`src/rtl/swap_regfile.sv`:
```
// swap_regfile: register file with FSM-driven three-step word swap,
// host write port, combinational read port and a done pulse.
// Optional protocol checker enabled by defining SWAP_CHECK_EN; without it
// err is tied low and no prev_sel register is built.
module swap_regfile #(
  parameter int unsigned DATA_W = 8,
  parameter int unsigned ADDR_W = 2
) (
  input  logic              clk,
  input  logic              reset_n,
  input  logic              swap,
  input  logic [ADDR_W-1:0] addr_a,
  input  logic [ADDR_W-1:0] addr_b,
  input  logic              w,
  input  logic [1:0]        sel,
  input  logic              wr_en,
  input  logic [ADDR_W-1:0] wr_addr,
  input  logic [DATA_W-1:0] wr_data,
  input  logic [ADDR_W-1:0] rd_addr,
  output logic [DATA_W-1:0] rd_data,
  output logic              busy,
  output logic              done,
  output logic              err
);

  localparam int unsigned DEPTH = 1 << ADDR_W;

  localparam logic [1:0] SEL_IDLE = 2'd0;
  localparam logic [1:0] SEL_TMP  = 2'd1;
  localparam logic [1:0] SEL_B2A  = 2'd2;
  localparam logic [1:0] SEL_T2B  = 2'd3;

  logic [DATA_W-1:0] mem [DEPTH];
  logic [DATA_W-1:0] tmp;
  logic [ADDR_W-1:0] a_q;
  logic [ADDR_W-1:0] b_q;

  assign rd_data = mem[rd_addr];
  assign busy    = w;

  // Capture swap addresses while idle, load tmp in step 1, flag completion.
  always_ff @(posedge clk) begin
    if (!reset_n) begin
      a_q  <= '0;
      b_q  <= '0;
      tmp  <= '0;
      done <= 1'b0;
    end else begin
      if (!w && (sel == SEL_IDLE) && swap) begin
        a_q <= addr_a;
        b_q <= addr_b;
      end
      if (w && (sel == SEL_TMP)) begin
        tmp <= mem[a_q];
      end
      done <= w && (sel == SEL_T2B);
    end
  end

  // Memory writes: swap steps own the array while w is high, host otherwise.
  always_ff @(posedge clk) begin
    if (!reset_n) begin
      mem <= '{default: '0};
    end else if (w) begin
      case (sel)
        SEL_B2A: mem[a_q] <= mem[b_q];
        SEL_T2B: mem[b_q] <= tmp;
        default: ;
      endcase
    end else if (wr_en) begin
      mem[wr_addr] <= wr_data;
    end
  end

`ifdef SWAP_CHECK_EN
  logic [1:0] prev_sel;
  logic       viol_c;

  // Illegal strobe/step combinations or step transitions.
  always_comb begin
    viol_c = 1'b0;
    if (w && (sel == SEL_IDLE)) viol_c = 1'b1;
    if (!w && (sel != SEL_IDLE)) viol_c = 1'b1;
    if (!((sel == 2'(prev_sel + 2'd1)) ||
          ((prev_sel == SEL_IDLE) && (sel == SEL_IDLE)))) viol_c = 1'b1;
  end

  // Track previous step and hold err until reset.
  always_ff @(posedge clk) begin
    if (!reset_n) begin
      prev_sel <= SEL_IDLE;
      err      <= 1'b0;
    end else begin
      prev_sel <= sel;
      if (viol_c) err <= 1'b1;
    end
  end
`else
  assign err = 1'b0;
`endif

endmodule

```
`config.mk`:
```
export PLATFORM = sky130hd
export DESIGN_NAME = swap_regfile
export DESIGN_NICKNAME = d
export VERILOG_FILES = /design/src/rtl/swap_regfile.sv
export SDC_FILE = /design/constraint.sdc
export NUM_CORES = 1
export LEC_CHECK = 0
export CAP_MARGIN = 20
export CORE_MARGIN = 2
export CORE_UTILIZATION = 60
export DETAILED_ROUTE_END_ITERATION = 16
export DONT_BUFFER_PORTS = 1
export PLACE_DENSITY_LB_ADDON = 0.08
export SYNTH_ARGS = -nofsm -noshare
export SYNTH_HDL_FRONTEND = slang
export SYNTH_SLANG_ARGS = --single-unit
```
`constraint.sdc`:
```
create_clock -name clk -period 1.96 [get_ports clk]
set_input_delay 0.196 -clock clk [delete_from_list [all_inputs] [get_ports clk]]
set_output_delay 0.196 -clock clk [all_outputs]
set_load 0.01 [all_outputs]
```
==> results of run 1 <==
==> critical path, stage by stage, from the launching register on <==
cell and delay (ps):
dfxtp_1 470, or3b_1 480, a21oi_4 280, or2_2 320
a31oi_1 140
==> per-layer routing <==
layer	track usage (%)	vias up	share of wire (%)
met5	0	-	0
met4	11.7	0	3.5
met3	11.0	36	12
met2	55.0	211	46
met1	51.2	1359	39
li1	-	1238	-
==> through the flow <==
stage / setup slack, ps / area (um2) / power (mW)
after floorplan: 457 / 3060 / 1.25
after global placement: 52.3 / 3110 / 1.28
after detailed placement: 69.5 / 3110 / 1.29
after CTS: 36.5 / 3210 / 1.90
after global routing: 98.3 / 3230 / 1.98
final: 143 / 3230 / 1.92
==> cell usage after synthesis, drive strengths merged, types with 2 or more instances <==
cell	count
nor2b	4
nand2	56
or3b	3
and3b	2
mux4	24
a31oi	28
clkbuf	10
and3	2
nand3b	3
buf	24
mux2i	4
dfxtp	45
or2	7
o22a	26
nor2	8
o22ai	2
nand2b	13
a21oi	11
o31ai	32
a21boi	9
o21a	2
==> path summary, 6_finish.rpt <==
check	start	end	slack [ps]	cells past startpoint
setup reg to reg	b_q[1]	mem[24]	140	4
hold reg to reg	tmp[5]	tmp[5]	480	2
hold / removal	reset_n	mem[29]	20	2
setup / recovery	b_q[1]	mem[24]	140	4
==> state kept, by name (all words and copies together) (netlist names) <==
register and flops:
a_q 2, b_q 2, done 1, mem 32, tmp 8
==> kinds of logic (layout without fill, tap and decap cells) <==
logic type	count (synthesis)	in the layout	share of synthesized area [%]
other	1	1	0.123
buffers and inverters	34	30	5.77
muxes	28	28	19.0
AOI/OAI and AO/OA	112	112	27.8
and+or+nand+nor	105	105	17.9
DFF	45	45	29.5
==> where the power goes <==
part / internal, mW / switching (mW)
Clock: 0.287 / 0.354
Combinational: 0.139 / 0.154
Sequential: 0.951 / 0.0384
==> final cells by class <==
class	count	area, um2	area share, %
sequential	45	901	27.9
clock inverter	2	13.8	0.426
clock buffer	6	82.6	2.56
multi-input combinational	246	1980	61.3
tap	67	83.8	2.60
timing repair buffer	22	168	5.19
==> what timing repair did <==
| action | 4_1_cts | 5_1_grt |
|---|---|---|
| endpoints found under the setup margin | 0 | 8 |
| hold buffers | 1 | 0 |
| setup buffers | 0 | 2 |
| hold endpoints to repair | 1 | 0 |
==> impl_results.md, run 1 <==
- Status: completed
- Yosys top cell area share: 29.5%
- Max-cap violations: 0
- Total CTS buffers: 5
- Worst Tran Pin Value: 831 ps
- Fillers: 423
- Total Wirelength: 9730 um
- CP Max Fanout: 12
- Clock skew: ~12 ps
- CTS tree: yes
- # port buffers: 0
- Die Area: 5680 um2
- Die H: ~75 um
- # IOs: 34
- Peak supply drop: 403 uV
- Post-Route Utilization: 67.0%
- Initial antenna violation count: 0
- Post-synthesis register bit count: 45
- Asr flop ratio synth: 0%
- ANT nets after route: 0
- DR DRC count: 0
- Number of DRC markers in iteration 0: 367
- Top cells by area, synth: dfxtp_1, mux4_2, o31ai_1
- WS Path Type: reg2reg
- Synthesis Warnings: 0
- WL/cell: 25.1 um
- Commonest non-fill, non-tap cell in the layout: nand2_1
- Core area: slightly below 5000 um2
- Worst hold slack: 15.6 ps
- Syn_nets: 348
- Post-DR vias/cell: about 7.3
- Global-route wire length before repair: ~15,000 um
- Final estimated routing congestion in global placement: about 0.91
- Worst EP arrival: 2000 ps
- Post-Syn Area: 3060 um2
- Dominant synthesized flop cell: dfxtp_1
- Sequential share of the synthesized area: roughly 29%
- Clk_lat worst skew: about 310 ps
- Root Driver: clkbuf_8
- Largest net degree at the start of global routing: 46
- Most frequent cells in the layout: nand2_1, dfxtp_1, o31ai_1
- Row cnt: 25
- Number of cells after detailed placement: 377
- HPWL after DPL: 6360 um
- Final period utilization: between 90% and 100%
- Pwr dens: ~600 nW/um2
- Post-synth cell types: 40
- Ant diodes: 0
- EDFF count, synth: 0
- Final nets: 343
- Initial Util: between 60% and 70%
- Number of global-route vias before repair: about 2,700
- Final Non-Filler Cells: 388
- Vias: ~2,800
- Min Tclk post-route: 1820 ps
- GRT Overall Usage: 36.6%
- Clk buf depth: 2
- Hold Crit Class: in2reg
- Slew Viols, Final: 0
- Hold Fails Final Rpt: 0
- Syn Area/Cell: 9.41 um2
- Die width: 75.4 um
- CP Launch Type: register
- DRT Pass-1 Iters: 8
- Resize count post-CTS: 0
- Clock sinks: 45
- Worst-path clk slew: ~100 ps
- Synth area leader: dfxtp_1
- Setup TNS: 0 ps
- Critical Path Sink Type: register
- Layout cells sized above 1: 21.5%
- RSZ-0062 raised after global routing: no
- Pleak: 1.07 nW
- Final setup vio count: 0
- H-tree Lvls: 2
- Slew margin rel.: 44.4%
- Post-Synthesis Cells: 325
- Grt total ovfl: 0
- Worst endpoint required time: 2140 ps
- Fmax: 0.550 GHz
- Layout area overhead: 5.61%
No activity file was read; power rests on OpenSTA's default activity.
==> run 2: changes to the inputs <==
--- a/config.mk
+++ b/config.mk
@@ -11,6 +11,7 @@
 export DETAILED_ROUTE_END_ITERATION = 16
 export DONT_BUFFER_PORTS = 1
 export PLACE_DENSITY_LB_ADDON = 0.08
+export SETUP_SLACK_MARGIN = 0.5
 export SYNTH_ARGS = -nofsm -noshare
 export SYNTH_HDL_FRONTEND = slang
 export SYNTH_SLANG_ARGS = --single-unit
==> impl_results.md, run 2 (synthesized netlist as in run 1, its figures left out) <==
- Status: completed (unchanged)
- CP Max Fanout: 8 (was 12)
- Final Non-Filler Cells: 393 (was 388)
- Final period utilization: 77.2% (was 92.7%)
- RSZ-0062 raised after global routing: yes (was no)
- Slew Viols, Final: 0 (unchanged)
- Setup TNS: 0 ps (unchanged)
- Pwr dens: 556 nW/um2 (was 596 nW/um2)
- Final setup vio count: 0 (unchanged)
- Grt total ovfl: 0 (unchanged)
- Clk buf depth: 2 (unchanged)
- Worst Tran Pin Value: 685 ps (was 831 ps)
- Max-cap violations: 0 (unchanged)
- Largest regs: mem x32, tmp x8 (unchanged)
- Max reg flops: 32 (unchanged)
- Die H: 75.4 um (unchanged)
- Largest net degree at the start of global routing: 46 (unchanged)
- Root Driver: clkbuf_8 (unchanged)
- Ant diodes: 0 (unchanged)
- Worst-path clk slew: 80 ps (was 100 ps)
- Final nets: 349 (was 343)
- HPWL after DPL: 6670 um (was 6360 um)
- GRT Overall Usage: 35.6% (was 36.6%)
- Peak supply drop: 342 uV (was 403 uV)
- Clk_lat worst skew: 300 ps (was 310 ps)
- Clock skew: 3.47 ps (was 12.2 ps)
- Initial Util: 63.5% (unchanged)
- Worst EP arrival: 1690 ps (was 2000 ps)
- Row cnt: 25 (unchanged)
- CP Launch Type: register (unchanged)
- Final estimated routing congestion in global placement: 0.966 (was 0.906)
- Hold Crit Class: in2reg (unchanged)
- Hold Buf Count CTS: 0 (was 1)
- Clock sinks: 45 (unchanged)
- H-tree Lvls: 2 (unchanged)
- Total Wirelength: 9720 um (was 9730 um)
- Die Area: 5680 um2 (unchanged)
- Slew margin rel.: 54.2% (was 44.4%)
- Number of global-route vias before repair: 2,724 (was 2,661)
- CTS tree: yes (unchanged)
- Hold Fails Final Rpt: 0 (unchanged)
- Total CTS buffers: 5 (unchanged)
- Layout cells sized above 1: 28.8% (was 21.5%)
- Number of DRC markers in iteration 0: 479 (was 367)
- WS Path Type: reg2reg (unchanged)
- Post-DR vias/cell: 7.44 (was 7.33)
- Commonest non-fill, non-tap cell in the layout: nand2_1 (unchanged)
- Vias: 2,924 (was 2,844)
- Worst endpoint required time: 2140 ps (about the same)
- Most frequent cells in the layout: nand2_1, dfxtp_1, o31ai_1 (unchanged)
- DR DRC count: 0 (unchanged)
- Layout area overhead: 11.1% (was 5.61%)
- Die width: 75.4 um (unchanged)
- Global-route wire length before repair: 14,400 um (was 14,900 um)
- # port buffers: 0 (unchanged)
- Min Tclk post-route: 1510 ps (was 1820 ps)
- # IOs: 34 (unchanged)
- Biggest register: mem (unchanged)
- ANT nets after route: 0 (unchanged)
- DRT Pass-1 Iters: 5 (was 8)
- Fmax: 0.661 GHz (was 0.550 GHz)
- Core area: 4820 um2 (unchanged)
- Initial antenna violation count: 0 (unchanged)
- Number of cells after detailed placement: 377 (unchanged)
- Pleak: 1.10 nW (was 1.07 nW)
- Critical Path Sink Type: register (unchanged)
- WL/cell: 24.7 um (was 25.1 um)
-- run 2: changes by cell type in the layout (fill, tap and decap cells not counted), moves of 3 or more --
cell and change:
or3b_4 +3, dfxtp_1 -4, buf_4 +4, o31ai_1 -4
dfxtp_4 +4, or2_4 +4, o31ai_4 +3, or3b_1 -3
-- run 2: layer usage --
metal	track usage, %	wire, um	part of all wire [%]	vias up
met4	17.2	460	4.7	0
met2	54.6	4410	45	201
met5	0	0	0	-
met1	47.6	3820	39	1420
li1	-	-	-	1252
met3	8.60	1030	11	51
-- run 2: path summary, 6_finish.rpt --
kind | from | endpoint | slack (ps) | cells after the start
worst min register to register | tmp[2] | tmp[2] | 470 | 2
worst min-delay path | sel[0] | done | 10 | 2
worst max-delay path | b_q[0] | mem[24] | 450 | 4
worst max register to register | b_q[0] | mem[24] | 450 | 4
-- run 2: final cells by class --
| class | count | area [um2] |
|---|---|---|
| Sequential cell | 45 | 916 |
| Timing Repair Buffer | 28 | 225 |
| Clock buffer | 7 | 86.3 |
| Fill cell | 392 | 1420 |
| Multi-Input combinational cell | 246 | 2080 |
| Tap cell | 67 | 83.8 |
-- run 2: repair_timing --
item | CTS | global route
pin swaps | 3 | 6
setup buffers | 5 | 4
setup endpoints to repair | 40 | 30
resized for setup | 18 | 14
-- run 2: per-stage QoR --
| stage | utilization [%] | power, mW | hold WS (ps) | worst slack, ps | cell area [um2] |
|---|---|---|---|---|---|
| after global routing | 70.5 | 1.94 | 19.6 | 417 | 3390 |
| after detailed placement | 64.6 | 1.29 | 319 | 199 | 3110 |
| after global placement | 64.6 | 1.28 | 312 | 254 | 3110 |
| after floorplan | - | 1.25 | 365 | 468 | 3070 |
| final | 70.5 | 1.89 | 10.4 | 447 | 3390 |
| after CTS | 68.3 | 1.87 | 10.5 | 496 | 3290 |
-- run 2: critical path: stages, from the launching register on --
cell	delay, ps
dfxtp_4	380
or3b_4	410
a21oi_4	260
or2_4	240
a31oi_2	110
-- run 2: report_power, final --
group	total [mW]	internal (mW)	switching, mW	leakage [nW]
combinational	0.310	0.155	0.155	0.692
clock	0.588	0.280	0.308	0.0443
sequential	0.988	0.946	0.0421	0.369
==> run 3: changes to the inputs <==
==> constraint.sdc (replaced) <==
create_clock -name clk -period 1.5 [get_ports clk]
set_input_delay 0.15 -clock clk [delete_from_list [all_inputs] [get_ports clk]]
set_output_delay 0.15 -clock clk [all_outputs]
set_load 0.01 [all_outputs]
==> impl_results.md, run 3 (synthesized netlist as in run 1, its figures left out) <==
- Initial Util: 63.5% (unchanged)
- H-tree Lvls: 2 (unchanged)
- Max-cap violations: 0 (unchanged)
- Worst EP arrival: 2040 ps (was 1690 ps)
- Layout area overhead: 27.1% (was 11.1%)
- Switching Share: 27.4% (was 26.8%)
- Pwr dens: 728 nW/um2 (was 556 nW/um2)
- Final nets: 381 (was 349)
- Post-DR vias/cell: 7.70 (was 7.44)
- Finished Cell Area: 3880 um2 (was 3390 um2)
- Number of global-route vias before repair: 3,010 (was 2,724)
- Clk_lat worst skew: 320 ps (was 300 ps)
- Pleak: 1.33 nW (was 1.10 nW)
- Final estimated routing congestion in global placement: 0.970 (was 0.966)
- Post-DP Area: 3260 um2 (was 3110 um2)
- Worst-path clk slew: 100 ps (was 80 ps)
- Worst setup margin: -364 ps (was 447 ps)
- Core area: 4820 um2 (unchanged)
- # IOs: 34 (unchanged)
- Commonest non-fill, non-tap cell in the layout: nand2_1 (unchanged)
- Hold Crit Class: in2reg (unchanged)
- Grt total ovfl: 0 (unchanged)
- Pwr Total: 2.83 mW (was 1.89 mW)
- Total Wirelength: 11,900 um (was 9720 um)
- Initial antenna violation count: 0 (unchanged)
- # port buffers: 0 (unchanged)
- Final period utilization: 124% (was 77.2%)
- Pre-CTS setup slack: -113 ps (was 199 ps)
- CP Launch Type: register (unchanged)
- RSZ-0062 raised after global routing: yes (unchanged)
- Clock skew: 13.5 ps (was 3.47 ps)
- Largest net degree at the start of global routing: 46 (unchanged)
- Failing checks: hold timing, setup timing
- CP Max Fanout: 7 (was 8)
- Hold Buf Count CTS: 1 (was 0)
- Slew Viols, Final: 0 (unchanged)
- Total CTS buffers: 5 (unchanged)
- HPWL after DPL: 6440 um (was 6670 um)
- Logic gate share of total power: 18.9% (was 16.4%)
- Final setup vio count: 17 (was 0)
- Die H: 75.4 um (unchanged)
- Die Area: 5680 um2 (unchanged)
- Slowest stage delay, CP: 400 ps (was 410 ps)
- Final Non-Filler Cells: 426 (was 393)
- Layout cells sized above 1: 46.2% (was 28.8%)
- Clock sinks: 45 (unchanged)
- Clk buf depth: 2 (unchanged)
- Int Power: 2.05 mW (was 1.38 mW)
- Peak supply drop: 672 uV (was 342 uV)
- WL/cell: 27.8 um (was 24.7 um)
- NetSw: 0.776 mW (was 0.505 mW)
- CTS tree: yes (unchanged)
- Biggest register: mem (unchanged)
- Number of cells after detailed placement: 389 (was 377)
- Row cnt: 25 (unchanged)
- Status: finished, violations left (was completed)
- Clock network power share: 35.6% (was 31.2%)
- Slowest cell on crit path: or3b_4 (unchanged)
- WS Path Type: reg2reg (unchanged)
- R2R Setup Slk: -360 ps (was 450 ps)
- Most used cell, CP: buf_6
- Ant diodes: 0 (unchanged)
- Max reg flops: 32 (unchanged)
- Worst endpoint required time: 1680 ps (was 2140 ps)
- DR DRC count: 0 (unchanged)
- Critical Path Sink Type: register (unchanged)
- Largest regs: mem x32, tmp x8 (unchanged)
- Root Driver: clkbuf_8 (unchanged)
- Vias: 3,279 (was 2,924)
- Sequence of cells on the critical path: buf_6 > or3b_4 > a21oi_4 > buf_6 > o31ai_2 > a31oi_1 (was or3b_4 > a21oi_4 > or2_4 > a31oi_2)
- Hold Fails Final Rpt: 36 (was 0)
- Most frequent cells in the layout: nand2_1, buf_4, a31oi_1 (was nand2_1, dfxtp_1, o31ai_1)
- GRT Overall Usage: 41.0% (was 35.6%)
- Global-route wire length before repair: 16,500 um (was 14,400 um)
- Min Tclk post-route: 1860 ps (was 1510 ps)
- DRT Pass-1 Iters: 6 (was 5)
- Fmax: 0.536 GHz (was 0.661 GHz)
- ANT nets after route: 0 (unchanged)
- Part of the power in registers: 45.6% (was 52.4%)
- Number of DRC markers in iteration 0: 649 (was 479)
- Die width: 75.4 um (unchanged)
- Worst hold slack: -48.5 ps (was 10.4 ps)
run 3: changes by cell type in the layout (fill, tap and decap cells not counted), moves of 3 or more:
cell,delta
dfxtp_2,+23
a21oi_1,-3
nand2_1,-5
dfxtp_1,-25
a21boi_0,-8
buf_6,+8
a21boi_1,+8
nand2_2,+5
o31ai_2,+5
o31ai_1,-6
buf_4,+18
run 3: repair_timing:
| item | in CTS | in global routing |
|---|---|---|
| resized for setup | 51 | 30 |
| pin swaps | 19 | 9 |
| setup buffers | 22 | 5 |
| gates cloned | 1 | 0 |
| hold endpoints to repair | 42 | 40 |
| endpoints found under the setup margin | 48 | 49 |
run 3: routing by layer:
metal | wire [um] | GRT usage (%)
met1 | 4060 | 55.4
met2 | 5140 | 61.9
met3 | 1710 | 8.86
met4 | 943 | 22.4
met5 | 0 | 0
run 3: critical path, delay by kind of cell (launching register included):
kind / cells / cell delay (ps)
AO/OA/AOI/OAI: 3 / 660
AND/OR/NAND/NOR: 1 / 400
buffers and inverters: 2 / 290
flip-flops: 1 / 390
run 3: path summary, 6_finish.rpt:
kind / startpoint / end / cells after the start
setup / recovery: b_q[0] / mem[28] / 6
hold reg to reg: tmp[3] / tmp[3] / 2
setup reg to reg: b_q[0] / mem[28] / 6
hold / removal: reset_n / mem[27] / 2
run 3: per-stage QoR:
step	TNS, ps	utilization [%]
detailed placement	-1200	67.7
floorplan	0	-
CTS	0	77.5
global route	-2150	80.6
global placement	-605	67.7
finish	-1150	80.6
run 3: area by class of cell:
| type | instances | area [um2] |
|---|---|---|
| timing repair buffer | 60 | 558 |
| fill | 297 | 933 |
| clock inverter | 2 | 37.5 |
| clock buffer | 6 | 82.6 |
| sequential | 45 | 952 |
| multi-input combinational | 246 | 2170 |
| tap | 67 | 83.8 |
run 3: power by group through the flow:
| stage | clock [mW] | combinational (mW) | sequential, mW |
|---|---|---|---|
| final | 1.01 | 0.534 | 1.29 |
| after global routing | 1.03 | 0.548 | 1.29 |
| after CTS | 0.994 | 0.471 | 1.29 |
| after detailed placement | 0 | 0.387 | 1.32 |
| after global placement | 0 | 0.384 | 1.31 |
| after floorplan | 0 | 0.351 | 1.30 |
